[src/rtl/add_chk_delay.sv]
// Valid+data shift pipe of DEPTH stages; reset clears only the valid bits,
// flush empties the pipe synchronously.
module add_chk_delay #(
    parameter int DEPTH = 1,
    parameter int DW    = 32
) (
    input  logic          clk,
    input  logic          rst,
    input  logic          flush,
    input  logic          in_valid,
    input  logic [DW-1:0] in_data,
    output logic          out_valid,
    output logic [DW-1:0] out_data
);

    logic [DEPTH-1:0] vld_q, vld_d;
    logic [DW-1:0]    dat_q [DEPTH];
    logic [DW-1:0]    dat_d [DEPTH];

    always_comb begin
        vld_d[0] = in_valid & ~flush;
        dat_d[0] = in_data;
        for (int i = 1; i < DEPTH; i++) begin
            vld_d[i] = vld_q[i-1] & ~flush;
            dat_d[i] = dat_q[i-1];
        end
    end

    always_ff @(posedge clk or posedge rst) begin
        if (rst) vld_q <= '0;
        else     vld_q <= vld_d;
    end

    // Payload is only meaningful alongside its valid bit, so it needs no reset.
    always_ff @(posedge clk) begin
        dat_q <= dat_d;
    end

    assign out_valid = vld_q[DEPTH-1];
    assign out_data  = dat_q[DEPTH-1];

endmodule

[config.mk]
export PLATFORM = sky130hd
export DESIGN_NAME = add_chk_delay
export DESIGN_NICKNAME = d
export VERILOG_FILES = /design/src/rtl/add_chk_delay.sv
export SDC_FILE = /design/constraint.sdc
export NUM_CORES = 1
export LEC_CHECK = 0
export CAP_MARGIN = 20
export CORE_UTILIZATION = 29
export CTS_BUF_LIST = sky130_fd_sc_hd__clkbuf_8
export DETAILED_ROUTE_END_ITERATION = 12
export GPL_TIMING_DRIVEN = 0
export PLACE_DENSITY = 0.8
export SLEW_MARGIN = 20
export SYNTH_ARGS = -nofsm -noshare
export SYNTH_HDL_FRONTEND = slang
export SYNTH_SLANG_ARGS = --single-unit
[constraint.sdc]
create_clock -name clk -period 0.8 [get_ports clk]
set_clock_uncertainty 0.05 [all_clocks]
set_input_delay 0.16 -clock clk [delete_from_list [all_inputs] [get_ports clk]]
set_output_delay 0.16 -clock clk [all_outputs]
set_load 0.02 [all_outputs]
After elaboration in Yosys (flattened, before gate mapping)
Index checks and enable logic that the tools add are counted.
W data, S select, Z words.

storage, ports and cells
  register bits after elaboration = 33
  bits of input ports = 36
  output and inout bits = 33

operators by class
  bitwise operators = 2

operators by type and width
  cell           number
  $and A1 B1 Y1  1
  $not A1 Y1     1

Depth between registers and ports, before layout
  depth after elaboration = 2
  depth in mapped cells = 1
  mapped depth without buffers = 1

Worst setup path before layout
No wires, ideal clock.

  path kind = reg-to-output
  start point = register vld_q (netlist: out_valid)
  end point = output port out_valid
  data arrival time = 0.416 ns
  data required time = 0.590 ns
  slack = 0.174 ns
  cell stages (with the launch flop) = 1
  cells stage by stage = dfrtp_1

RTL lines
  element                 RTL line  text
  from (decl)             16        logic [DEPTH-1:0] vld_q, vld_d;
  from (signal assigned)  31        else vld_q <= vld_d;
  to (decl)               12        output logic out_valid,

No word-level cell between the ends.

Final worst setup path
  start point = register vld_q (netlist: out_valid)
  end point = output port out_valid

No word-level cell between the ends.

==> impl_metrics.env <==
export IMPL_outcome="finished with violations"
export IMPL_violations="setup timing"
export IMPL_synthCells=35
export IMPL_drive_gt1_share_pct=64.3
export IMPL_min_path_cells=1
export IMPL_start_kind="register"
export IMPL_hpwl_mm=1.08
export IMPL_synth_xor_area_share_pct=0
export IMPL_cts_root_buffer_cell="clkbuf_8"
export IMPL_syn2layout_area_growth_pct=131
export IMPL_initial_core_util_pct=30.9
export IMPL_first_pass_iters=2
export IMPL_cp_slowest_cell="dfrtp_1"
export IMPL_grt_first_pass_wirelength_mm=2.14
export IMPL_power_w=0.00345
export IMPL_n_antenna_cell=0
export IMPL_clock_sinks=33
export IMPL_ir_drop_mv=1.71
export IMPL_crit_family="flip-flops"
export IMPL_synth_simple_gate_area_share_pct=2.01
export IMPL_layout_cells_non_filler=140
export IMPL_ys_ff_latch=33
export IMPL_layout_commonest_cell="clkdlybuf4s50_1"
export IMPL_cts_setup_buffers=0
export IMPL_power_density_mw_per_mm2=2180
export IMPL_finalHoldViolations=0
export IMPL_antenna_found_initial=0
export IMPL_crit_type="reg2out"
export IMPL_syn_nets=71
export IMPL_min_delay_path_class="in2reg"
export IMPL_synthAdderAreaFrac_pct=0
export IMPL_rows=17
export IMPL_wl_per_cell_um=10.5
export IMPL_routed_via_count=529
export IMPL_via_per_inst=3.78
export IMPL_grt_max_degree=11
export IMPL_tightest_slew_ns=0.103
export IMPL_min_to="out_data[31]"
export IMPL_drc_errors=0
export IMPL_ys_types=4
export IMPL_period_needed_ns=0.995
export IMPL_setup_ws_ns=-0.195
export IMPL_netlist_area_um2=683
export IMPL_nets=147
export IMPL_slew_violations=0
export IMPL_critPathRequiredTime_ns=0.59
export IMPL_htree_levels=2
export IMPL_io_pin_count=69
export IMPL_die_area_mm2=0.00255
export IMPL_cpPeakStageDelay_ns=0.38
export IMPL_rsz0062_at_grt="true"
export IMPL_setup_viol=33
export IMPL_numCtsBuffers=5
export IMPL_period_share_pct=124
export IMPL_port_buffers=68
export IMPL_synth_compound_area_share_pct=0
export IMPL_clock_path_buffers=2
export IMPL_synth_top_family_by_area="simple AND/OR/NAND/NOR gates"
export IMPL_crit_path_cell_trace="buf_6"
export IMPL_post_synth_mux_area_share_pct=0
export IMPL_gp_congestion=0.555
export IMPL_core_area_mm2=0.00221
export IMPL_grt_ovfl_total=0
export IMPL_antenna_left=0
export IMPL_relSlewSlack_pct=93.1
export IMPL_avgSynthCellArea_um2=19.5
export IMPL_fmax_ghz=1.00
export IMPL_dpl_cell_count=131
export IMPL_cp_num_buf_inv=1
export IMPL_ys_seq_area_share_pct=97.4
export IMPL_grt_usage_pct=12.7
export IMPL_hp_start="in_data[31]"
export IMPL_maxCapViolations=0
export IMPL_grt_pass1_vias=512
export IMPL_die_height_um=50.5
export IMPL_tritoncts="done"
export IMPL_path_clk_slew_ns=0.06
export IMPL_critPathArrivalTime_ns=0.79
export IMPL_crit_fanout=1
export IMPL_crit_path_end_kind="primary output"
export IMPL_yosys_warnings=0
export IMPL_dieWidth_um=50.5
export IMPL_wirelength_mm=1.47
export IMPL_final_cell_mix="clkdlybuf4s50_1, buf_6, dfxtp_2, clkbuf_8, inv_1"
export IMPL_p_leak_nw=0.690
export IMPL_n_fill_cell=164
export IMPL_drtIter0Drc=2
-- per-stage QoR --
stage	worst slack, ns	TNS (ns)	instance area [um^2]	util (%)	hold slack, ns
3_3_place_gp	-0.312	-9.65	1400	63.2	0.258
2_1_floorplan	0.174	0	683	-	-0.161
6_report	-0.195	-3.96	1580	71.4	0.264
5_1_grt	-0.227	-4.97	1580	71.4	0.247
3_5_place_dp	-0.317	-9.78	1400	63.2	0.257
4_1_cts	-0.213	-4.46	1580	71.4	0.252
-- how the worst max path moves through the flow --
stage	from	end	slack, ns	cells past startpoint
floorplan	out_valid	out_valid	0.17	0
global placement	out_data[12]	out_data[12]	-0.31	1
detailed placement	out_data[14]	out_data[14]	-0.32	1
CTS	out_valid	out_valid	-0.21	1
global route	out_valid	out_valid	-0.23	1
finish	out_valid	out_valid	-0.20	1
-- synthesized netlist by cell type (all sizes together) --
| master | number | share of area (%) |
|---|---|---|
| dfxtp | 32 | 94 |
| dfrtp | 1 | 3.7 |
| inv | 1 | 0.55 |
| nor2b | 1 | 2.0 |
-- routing by layer --
| layer | vias up | track usage (%) | share of wire, % |
|---|---|---|---|
| li1 | 255 | - | - |
| met1 | 227 | 9.83 | 32 |
| met2 | 44 | 21.3 | 50 |
| met3 | 3 | 10.0 | 16 |
| met4 | 0 | 8.33 | 2.1 |
| met5 | - | 0 | 0 |
-- cell type report --
type	count	area [um^2]	share of cell area (%)
clock buffers	6	82.6	5.23
clock inverters	2	7.51	0.475
inverters	1	3.75	0.238
multi-input cells	1	13.8	0.871
flip-flops and latches	33	706	44.7
well taps	28	35.0	2.22
repair buffers	69	732	46.3
-- kinds of logic (layout without fill, tap and decap cells) --
family / after synthesis / count (layout)
flip-flops: 33 / 33
AND/OR/NAND/NOR: 1 / 1
buffers and inverters: 1 / 78
-- what timing repair did --
action | 4_1_cts | 5_1_grt
hold buffers | 1 | 0
gates resized for setup | 230 | 0
hold endpoints to repair | 1 | 0
endpoints found under the setup margin | 33 | 33
gates cloned | 0 | 0
-- state kept, by name, indices dropped and copies added (netlist names) --
signal and count:
out_data 32, out_valid 1
-- power by group --
| part | internal (W) | switching (W) | total, W |
|---|---|---|---|
| clock | 0.000673 | 0.000505 | 0.00118 |
| combinational | 0.000313 | 0.000164 | 0.000477 |
| sequential | 0.00175 | 0.0000398 | 0.00179 |
(Power assumes the default switching activity.)
